**config.mk**
```make
export PLATFORM = sky130hd
export DESIGN_NAME = seg_display_periph
export DESIGN_NICKNAME = d
export VERILOG_FILES = /design/src/rtl/seg_display_pkg.sv /design/src/rtl/seg_display_periph_hex7seg.sv /design/src/rtl/seg_display_periph.sv
export SDC_FILE = /design/constraint.sdc
export NUM_CORES = 1
export LEC_CHECK = 0
export ABC_AREA = 1
export CAP_MARGIN = 20
export CELL_PAD_IN_SITES_DETAIL_PLACEMENT = 0
export CELL_PAD_IN_SITES_GLOBAL_PLACEMENT = 1
export CORE_MARGIN = 3
export CORE_UTILIZATION = 30
export CTS_BUF_LIST = sky130_fd_sc_hd__clkbuf_4
export CTS_CLUSTER_SIZE = 25
export DETAILED_ROUTE_END_ITERATION = 6
export DONT_BUFFER_PORTS = 1
export HOLD_SLACK_MARGIN = 0.12
export PLACE_DENSITY_LB_ADDON = 0.1
export SLEW_MARGIN = 30
export SYNTH_ARGS = -nofsm -noshare
export SYNTH_HDL_FRONTEND = slang
export SYNTH_SLANG_ARGS = --single-unit
export TNS_END_PERCENT = 10
```
**constraint.sdc**
```tcl
create_clock -name clk -period 4.95 [get_ports clk]
set_clock_uncertainty 0.05 [all_clocks]
set_input_delay 0.495 -clock clk [delete_from_list [all_inputs] [get_ports clk]]
set_output_delay 0.495 -clock clk [all_outputs]
set_load 0.03 [all_outputs]
```
**src/rtl/seg_display_pkg.sv**
```systemverilog
// -----------------------------------------------------------------------------
// seg_display_pkg
// Shared constants for the seven-segment display peripheral: register
// offsets (word index iomem_addr[3:2]), CTRL bit positions and reset values.
// -----------------------------------------------------------------------------
package seg_display_pkg;

  // Register word indices
  localparam logic [1:0] REG_DATA   = 2'd0;
  localparam logic [1:0] REG_CTRL   = 2'd1;
  localparam logic [1:0] REG_STATUS = 2'd2;
  localparam logic [1:0] REG_BRIGHT = 2'd3;

  // CTRL layout: [3:0] blank mask, [4] colon, [5] enable
  localparam int unsigned CTRL_COLON_BIT  = 4;
  localparam int unsigned CTRL_ENABLE_BIT = 5;

  localparam logic [5:0] CTRL_RESET   = 6'b100000;
  localparam logic [3:0] BRIGHT_RESET = 4'hF;
  localparam logic [3:0] COMM_OFF     = 4'hF;

endpackage

```
**src/rtl/seg_display_periph_hex7seg.sv**
```systemverilog
// -----------------------------------------------------------------------------
// hex7seg
// Purely combinational hex nibble to seven-segment decoder.
// Ports:
//   nibble in  4 : hex digit value
//   seg    out 7 : active-high segments, bit 6 = g ... bit 0 = a
// -----------------------------------------------------------------------------
module hex7seg (
  input  logic [3:0] nibble,
  output logic [6:0] seg
);

  // Standard gfedcba segment codes
  always_comb begin
    seg = 7'h00;
    case (nibble)
      4'h0:    seg = 7'h3F;
      4'h1:    seg = 7'h06;
      4'h2:    seg = 7'h5B;
      4'h3:    seg = 7'h4F;
      4'h4:    seg = 7'h66;
      4'h5:    seg = 7'h6D;
      4'h6:    seg = 7'h7D;
      4'h7:    seg = 7'h07;
      4'h8:    seg = 7'h7F;
      4'h9:    seg = 7'h6F;
      4'hA:    seg = 7'h77;
      4'hB:    seg = 7'h7C;
      4'hC:    seg = 7'h39;
      4'hD:    seg = 7'h5E;
      4'hE:    seg = 7'h79;
      4'hF:    seg = 7'h71;
      default: seg = 7'h00;
    endcase
  end

endmodule

```
**src/rtl/seg_display_periph.sv**
```systemverilog
// -----------------------------------------------------------------------------
// seg_display_periph
// Memory-mapped 4-digit seven-segment display controller on the PicoSoC
// iomem bus. Time-multiplexes DATA[15:0] onto the digit selects.
// Optional feature macro: SEG_DISPLAY_DIM_EN (PWM brightness via BRIGHT).
// Ports:
//   clk, resetn            : clock, synchronous active-low reset
//   iomem_valid/ready      : request / one-cycle acknowledge
//   iomem_wstrb/addr/wdata : byte strobes (0 = read), address, write data
//   iomem_rdata            : read data, 0 whenever iomem_ready is 0
//   comm                   : active-low one-hot digit select
//   seg                    : active-high segments (g..a)
//   colon                  : colon LED, active high
// -----------------------------------------------------------------------------
module seg_display_periph
  import seg_display_pkg::*;
#(
  parameter int unsigned REFRESH_DIV = 3840,
  parameter logic [7:0]  ADDR_HI     = 8'h04
) (
  input  logic        clk,
  input  logic        resetn,
  input  logic        iomem_valid,
  output logic        iomem_ready,
  input  logic [3:0]  iomem_wstrb,
  input  logic [31:0] iomem_addr,
  input  logic [31:0] iomem_wdata,
  output logic [31:0] iomem_rdata,
  output logic [3:0]  comm,
  output logic [6:0]  seg,
  output logic        colon
);

  localparam logic [23:0] SCAN_RELOAD = 24'(REFRESH_DIV - 1);

  logic        ready_q, ready_d;
  logic [31:0] rdata_q, rdata_d;
  logic [15:0] data_q, data_d;
  logic [5:0]  ctrl_q, ctrl_d;
  logic [23:0] cnt_q, cnt_d;
  logic [1:0]  idx_q, idx_d;
  logic        frame_q, frame_d;
  logic [3:0]  comm_q, comm_d;
  logic [6:0]  seg_q, seg_d;
  logic        colon_q, colon_d;

  logic        sel_s, rd_req_s, wr_req_s;
  logic [1:0]  reg_sel_s;
  logic [31:0] rd_val_s;
  logic [3:0]  bright_rd_s;
  logic        duty_on_s;
  logic [3:0]  nibble_s;
  logic [6:0]  seg_dec_s;
  logic [3:0]  blank_mask_s;
  logic        unused_bits_s;

  assign unused_bits_s = ^{iomem_addr[23:4], iomem_addr[1:0], iomem_wdata[31:16]};

  // Bus decode; the !ready_q term forces an idle cycle between accesses
  always_comb begin
    sel_s     = iomem_valid && !ready_q && (iomem_addr[31:24] == ADDR_HI);
    rd_req_s  = sel_s && (iomem_wstrb == 4'b0000);
    wr_req_s  = sel_s && (iomem_wstrb != 4'b0000);
    reg_sel_s = iomem_addr[3:2];
  end

`ifdef SEG_DISPLAY_DIM_EN
  logic [3:0] bright_q, bright_d;
  logic [3:0] pwm_q, pwm_d;

  // BRIGHT register and free-running PWM phase; digit lit while pwm <= BRIGHT
  always_comb begin
    bright_d  = (wr_req_s && (reg_sel_s == REG_BRIGHT) && iomem_wstrb[0])
                ? iomem_wdata[3:0] : bright_q;
    pwm_d     = pwm_q + 4'd1;
    duty_on_s = (pwm_q <= bright_q);
  end

  // Brightness state flops
  always_ff @(posedge clk) begin
    if (!resetn) begin
      bright_q <= BRIGHT_RESET;
      pwm_q    <= 4'd0;
    end else begin
      bright_q <= bright_d;
      pwm_q    <= pwm_d;
    end
  end

  assign bright_rd_s = bright_q;
`else
  assign bright_rd_s = 4'h0;
  assign duty_on_s   = 1'b1;
`endif

  // Read data mux
  always_comb begin
    rd_val_s = 32'h0;
    case (reg_sel_s)
      REG_DATA:   rd_val_s = {16'h0, data_q};
      REG_CTRL:   rd_val_s = {26'h0, ctrl_q};
      REG_STATUS: rd_val_s = {29'h0, frame_q, idx_q};
      REG_BRIGHT: rd_val_s = {28'h0, bright_rd_s};
      default:    rd_val_s = 32'h0;
    endcase
  end

  // Bus response, register writes, scan counter and frame flag
  always_comb begin
    ready_d = sel_s;
    rdata_d = rd_req_s ? rd_val_s : 32'h0;

    data_d[7:0]  = (wr_req_s && (reg_sel_s == REG_DATA) && iomem_wstrb[0])
                   ? iomem_wdata[7:0] : data_q[7:0];
    data_d[15:8] = (wr_req_s && (reg_sel_s == REG_DATA) && iomem_wstrb[1])
                   ? iomem_wdata[15:8] : data_q[15:8];
    ctrl_d       = (wr_req_s && (reg_sel_s == REG_CTRL) && iomem_wstrb[0])
                   ? iomem_wdata[5:0] : ctrl_q;

    if (cnt_q == 24'd0) begin
      cnt_d = SCAN_RELOAD;
      idx_d = idx_q + 2'd1;
    end else begin
      cnt_d = cnt_q - 24'd1;
      idx_d = idx_q;
    end

    // A wrap on the same cycle as a STATUS read keeps the flag set
    if ((cnt_q == 24'd0) && (idx_q == 2'd3)) begin
      frame_d = 1'b1;
    end else if (rd_req_s && (reg_sel_s == REG_STATUS)) begin
      frame_d = 1'b0;
    end else begin
      frame_d = frame_q;
    end
  end

  // Nibble for the digit being shown next cycle, so outputs track idx_q
  always_comb begin
    nibble_s = 4'h0;
    case (idx_d)
      2'd0:    nibble_s = data_q[3:0];
      2'd1:    nibble_s = data_q[7:4];
      2'd2:    nibble_s = data_q[11:8];
      2'd3:    nibble_s = data_q[15:12];
      default: nibble_s = 4'h0;
    endcase
  end

  hex7seg u_hex7seg (
    .nibble (nibble_s),
    .seg    (seg_dec_s)
  );

  // Display output next-state; a blanked digit keeps decoding seg
  always_comb begin
    blank_mask_s = ctrl_q[3:0];
    if (!ctrl_q[CTRL_ENABLE_BIT]) begin
      comm_d  = COMM_OFF;
      seg_d   = 7'h00;
      colon_d = 1'b0;
    end else begin
      seg_d   = seg_dec_s;
      colon_d = ctrl_q[CTRL_COLON_BIT];
      if (blank_mask_s[idx_d] || !duty_on_s) begin
        comm_d = COMM_OFF;
      end else begin
        comm_d = ~(4'b0001 << idx_d);
      end
    end
  end

  // State flops with synchronous reset
  always_ff @(posedge clk) begin
    if (!resetn) begin
      ready_q <= 1'b0;
      rdata_q <= 32'h0;
      data_q  <= 16'h0;
      ctrl_q  <= CTRL_RESET;
      cnt_q   <= SCAN_RELOAD;
      idx_q   <= 2'd0;
      frame_q <= 1'b0;
      comm_q  <= 4'b1110;
      seg_q   <= 7'h3F;
      colon_q <= 1'b0;
    end else begin
      ready_q <= ready_d;
      rdata_q <= rdata_d;
      data_q  <= data_d;
      ctrl_q  <= ctrl_d;
      cnt_q   <= cnt_d;
      idx_q   <= idx_d;
      frame_q <= frame_d;
      comm_q  <= comm_d;
      seg_q   <= seg_d;
      colon_q <= colon_d;
    end
  end

  assign iomem_ready = ready_q;
  assign iomem_rdata = rdata_q;
  assign comm        = comm_q;
  assign seg         = seg_q;
  assign colon       = colon_q;

endmodule

```
Yosys cells after proc, flatten, opt, wreduce, memory -nomap -nowiden
Memory sizes are Yosys's and may differ from the RTL's.
Index checks and enable logic that the tools add are counted.

storage, ports and cells
  input bits = 71
  output and inout port bits = 45
  memories kept = 1
  ROM bits = 112
  flip-flop bits (word level) = 94
  logic and storage cells = 61

operators by class
  add/sub/neg operators = 2
  shifts and indexed selects = 1
  bitwise gates (word level) = 3
  equality and inequality tests = 8
  reductions and logical operators = 22
  mux-type cells = 10
  $lt $le $gt $ge = 1

memories
  name              depth  width  rd ports  clocked after memory_dff  wr ports  line                              source
  (name not given)  16     7      1         0                         0         seg_display_periph_hex7seg.sv:16  case (nibble)

operators with widths
  operator                                                                      count
  32-bit case mux with 4 select lines                                           1
  24-bit logical NOT                                                            1
  24-bit by 1-bit subtractor with 24-bit output, second input constant          1
  4-bit case mux with 4 select lines                                            1
  1-bit logical AND                                                             11
  2-bit == test, second input constant                                          5
  8-bit by 3-bit == test with 1-bit output, second input constant               1
  6-bit two-way mux                                                             1
  1-bit two-way mux                                                             5
  2-bit by 1-bit == test with 1-bit output, second input constant               2
  2-bit logical NOT                                                             2
  4-bit logical NOT                                                             1
  4-bit inverter                                                                1
  2-bit AND reduction                                                           2
  4-bit nonzero test                                                            1
  1-bit by 2-bit << shifter with 4-bit output, first input constant             1
  2-bit by 3-bit less-than comparator with 1-bit output, second input constant  1
  3-bit OR reduction                                                            1
  2-bit by 1-bit adder with 2-bit output, second input constant                 1
  1-bit binary-select mux with 2-bit select                                     1
  2-bit two-way mux                                                             1
  1-bit inverter                                                                2
  2-bit nonzero test                                                            1
  2-bit OR reduction                                                            1
  1-bit logical NOT                                                             1

Logic depth before layout (Yosys ltp)
  depth after elaboration = 7
  depth in mapped cells = 19
  depth with buffers taken out = 18

Modules after synthesis
Synthesis repeated with hierarchy kept, for this count alone.

unflattened totals
  cells, all modules = 518
  area total of the unflattened synthesis = 3701.0 um2

modules (own cells, without submodules)
  module              times used  sequential area each (um2)  cells each  area each (um2)
  seg_display_periph  1           1561.5                      466         3430.8
  hex7seg             1           0.0                         52          270.3

Worst setup path before layout
No wires, ideal clock.

  path type = register to register
  start point = register cnt_q[0]
  end point = register seg_q[3] (netlist: seg[3])
  stages on the path, launching flop included = 19
  arrival = 1.994 ns
  clock period less this slack = 2.169 ns
  path buffers = 1
  slack = 2.781 ns
  cell sequence = dfxtp_1 > inv_1 > ha_1 > nand2_1 > nor2_2 > nand3_4 > nand2_1 > nand2_2 > buf_6 > nand3_2 > nand4_2 > ha_1 > inv_1 > nand2_1 > nand2_1 > clkinv_1 > nand2_1 > nand3_1 > nand2_1

between the ends
  longest elaborated chain between the ends = 6
  elaborated cells on any way between the ends = 9

RTL lines
  item                                    line                       source
  start, declared                         seg_display_periph.sv:40   logic [23:0] cnt_q, cnt_d;
  start signal, assigned                  seg_display_periph.sv:191  cnt_q <= cnt_d;
  24-bit logical NOT (*)                  seg_display_periph.sv:120  if (cnt_q == 24'd0) begin
  2-bit two-way mux (*)                   seg_display_periph.sv:120
  2-bit == test (tied with other cells)   seg_display_periph.sv:141  case (idx_d)
  4-bit case mux with 4 select lines (*)  seg_display_periph.sv:141
  memory read 16 x 7 bit (*)              n/a
  6-bit two-way mux (*)                   seg_display_periph.sv:158  if (!ctrl_q[CTRL_ENABLE_BIT]) begin
  end signal, assigned                    seg_display_periph.sv:195  seg_q <= seg_d;
  end, declared                           seg_display_periph.sv:44   logic [6:0] seg_q, seg_d;

Every way passes the cells marked *; elsewhere a longest branch is shown, timed or not.
A chain may end at the register's enable or synchronous reset.

Worst setup path after layout
Ends and elaborated chain as after synthesis.

==> metrics.txt <==
total CTS buffers=9; CP Class=register to register; status=finished clean; Comb pwr share=0.039; Synth Area in Simple Gates=0.340; core area=11700 µm²; pre-CTS WS=2.36 ns; Final setup viols=0; Hold Worst Slack=0.162 ns; synth-to-layout area growth=8.03%; setup TNS=0 ns; RSZ-0062 raised after global routing=no; NetSw=273 µW; Hold Path Origin=resetn; total vias in the final route=2932; CP required=5.29 ns; post_cts resized=0; RD Place Congestion=0.795; Post-synth top flop=dfxtp_1; Clock Sinks=78; first-pass GRT wire length=14400 µm; cell area after layout=3970 µm²; Die Area=13600 µm²; post-DR wirelength/cell=14.3 µm; Antenna Violating Nets Remaining=0; total grt overflow=0; Worst Tran Pin Value=0.757 ns; clk buf depth=2; initial antenna violation count=0; max cap viols=0; R2R cell count=18; Yosys cell types=41; syn_area_per_cell=7.77 µm²; PD cells=280 nW/µm²; Routed WL=9000 µm; H-tree depth=3; Hold EP=comm[0]; area share of xor/xnor cells in the synthesized design=0.0191; fin. max-slew vios=0; Sw Share=0.245; DR pass1 iterations=4; FILL cells=1275; Worst Path Arrival=2.91 ns; CP endpoint kind=register; Final nets=557; largest net degree at the start of global routing=26; final worst-path cycle share=0.519; mux share of post-synthesis cell area=0; Hold Crit Class=input port to register; final worst path period need=2.57 ns; overall routing resource usage=0.139; Relative slew margins=0.492; register area share after synthesis=0.425; final cell utilization of the core=0.339; startpoint types=register; EDFF count, synth=0; Worst Setup SP=cnt_q[0]; number of I/O pins=116; DRT iter0 DRCs=118; fraction of the mapped netlist area in adder cells=0.0204; Inst Count DP=605; share of cells above drive strength 1=0.118; chip width=117 µm; post-synthesis compound-gate area fraction=0.0953; IO buf count=0; initial core utilization=0.314; Internal Power=841 µW; fin worst setup slack=2.38 ns; yosys synthesis warning count=0; RR Endpoint=seg[3]; vias in the first global route=2803; number of cells produced by synthesis=473; Reg-to-Reg Start=cnt_q[0]; VDD IR max=110 µV; worst hold path depth=2; placed cell areas=3750 µm²; clk root buf=clkbuf_4; Fin. Hold Viols=0; FP Rows=39; Final Non-Filler Cells=628; die height=117 µm; Clock Power Share=0.392; # diodes=0; post-synthesis async set-or-reset flop share=0; clk_lat worst skew=0.44 ns; Mapped Area=3680 µm²; overall power=1.11 mW; post-CTS setup repair buffer count=0; clock tree from TritonCTS=yes; DRC violations left=0; static leakage=1.53 nW; R2R Setup Slk=2.38 ns; vias per cell=4.67; register bit count reported by yosys=78; clock slew at reported path FFs=0.13 ns; main combinational cell family by area after synthesis=simple AND/OR/NAND/NOR gates; post-DP HPWL=6550 µm; Sequential Power Share=0.568; CP max FO=12; fmax=389 MHz
[Yosys cell counts (2+ instances only)]
cell      instances  share of area
nor2_4            5          0.015
ha_1              6          0.020
nand4_4           2          0.012
nand2_1          85          0.087
nor2_1           67          0.068
a22oi_1           2         0.0041
xnor2_1           5          0.012
a31oi_1           4         0.0068
inv_1            46          0.047
dfxtp_1          78           0.42
clkinv_1          4         0.0041
nor3_1           12          0.016
nand4_1           8          0.014
o21ai_1           4         0.0054
nor4_1            3         0.0051
nand2_2           8          0.014
a21oi_1          14          0.019
a211oi_1         21          0.043
nor2_2            7          0.012
nand2_4           3         0.0092
nand3_4           2         0.0095
clkbuf_1          8         0.0082
buf_4            16          0.033
xor2_1            3         0.0071
nand3_1          25          0.034
inv_2             3         0.0031
nand3_2          10          0.027
o21a_1            2         0.0041
o21ai_0           8          0.011
[power by group through the flow]
stage	registers [mW]	clock network, mW	logic [mW]
floorplan	0.647	0	0.0425
global placement	0.647	0	0.0380
detailed placement	0.647	0	0.0380
CTS	0.633	0.460	0.0442
global route	0.634	0.482	0.0474
finish	0.633	0.437	0.0437
[sequential cells by signal, summed over array words and instances (netlist names)]
register / cells
cnt_q: 24
colon: 1
comm: 4
ctrl_q: 6
data_q: 16
frame_q: 1
idx_q: 2
iomem_rdata: 16
iomem_ready: 1
seg: 7
[repair_timing]
item | in CTS | in global routing
endpoints found under the hold margin | 13 | 0
endpoints found under the setup margin | 0 | 0
hold buffers | 7 | 0
[critical path: stages, from the launching register on]
cell and delay (ns):
dfxtp_1 0.35, inv_1 0.08, ha_1 0.16, nand2_1 0.06, nor2_2 0.20, nand3_4 0.12, nand2_1 0.09, nand2_2 0.22
nor2_2 0.29, nand2_2 0.10, nand4_2 0.13, ha_1 0.25, inv_1 0.05, nand2_1 0.06, nand2_1 0.06, clkinv_1 0.05
nand2_1 0.05, nand3_1 0.07, nand2_1 0.07
[placed cells by master (no fill, tap or decap), types with 2 or more instances in the layout]
cell type	Yosys	routed
nand3_4	2	2
clkinv_1	4	6
o21ai_0	8	8
conb_1	1	16
clkbuf_4	0	9
a31oi_1	4	4
nor2_4	5	5
o21a_1	2	2
nor3_1	12	12
nand3_1	25	25
nand4_4	2	2
nand2_1	85	85
nor2_2	7	7
nand2_2	8	8
bufinv_16	0	2
nor4_1	3	3
nor2_1	67	67
nand4_1	8	8
a211oi_1	21	21
inv_1	46	46
ha_1	6	6
xnor2_1	5	5
a22oi_1	2	2
nand2_4	3	3
nand3_2	10	10
xor2_1	3	3
a21oi_1	14	14
dlygate4sd3_1	0	7
inv_2	3	3
dfxtp_1	78	78
o21ai_1	4	4
[worst max-delay path by stage]
stage / to / slack, ns / cells after the start
final: seg[3] / 2.38 / 18
after CTS: seg[3] / 2.34 / 18
after global placement: seg[3] / 2.35 / 18
after floorplan: seg[3] / 2.78 / 18
after detailed placement: seg[1] / 2.36 / 15
after global routing: seg[3] / 2.08 / 18
[metal layers]
| layer | track usage | vias to the layer above | share of wire |
|---|---|---|---|
| li1 | - | 1534 | - |
| met1 | 0.211 | 1311 | 0.55 |
| met2 | 0.181 | 75 | 0.38 |
| met3 | 0.0326 | 12 | 0.052 |
| met4 | 0.0665 | 0 | 0.019 |
| met5 | 0 | - | 0 |
[final cells by class]
class	instances	area (µm²)	area share
Multi-Input combinational cell	331	1810	0.455
Sequential cell	78	1560	0.393
Inverter	53	199	0.0501
Tap cell	143	179	0.0450
Clock inverter	7	88.8	0.0224
Timing Repair Buffer	7	70.1	0.0176
Clock buffer	9	67.6	0.0170
[kinds of logic after synthesis]
logic type | count (synthesis)
adders and majority gates | 6
DFF | 78
xor gates and xnor gates | 8
AOI/OAI and AO/OA | 56
other | 1
and+or+nand+nor | 245
buffers and inverters | 79
Power figures use the tool's default switching activity.
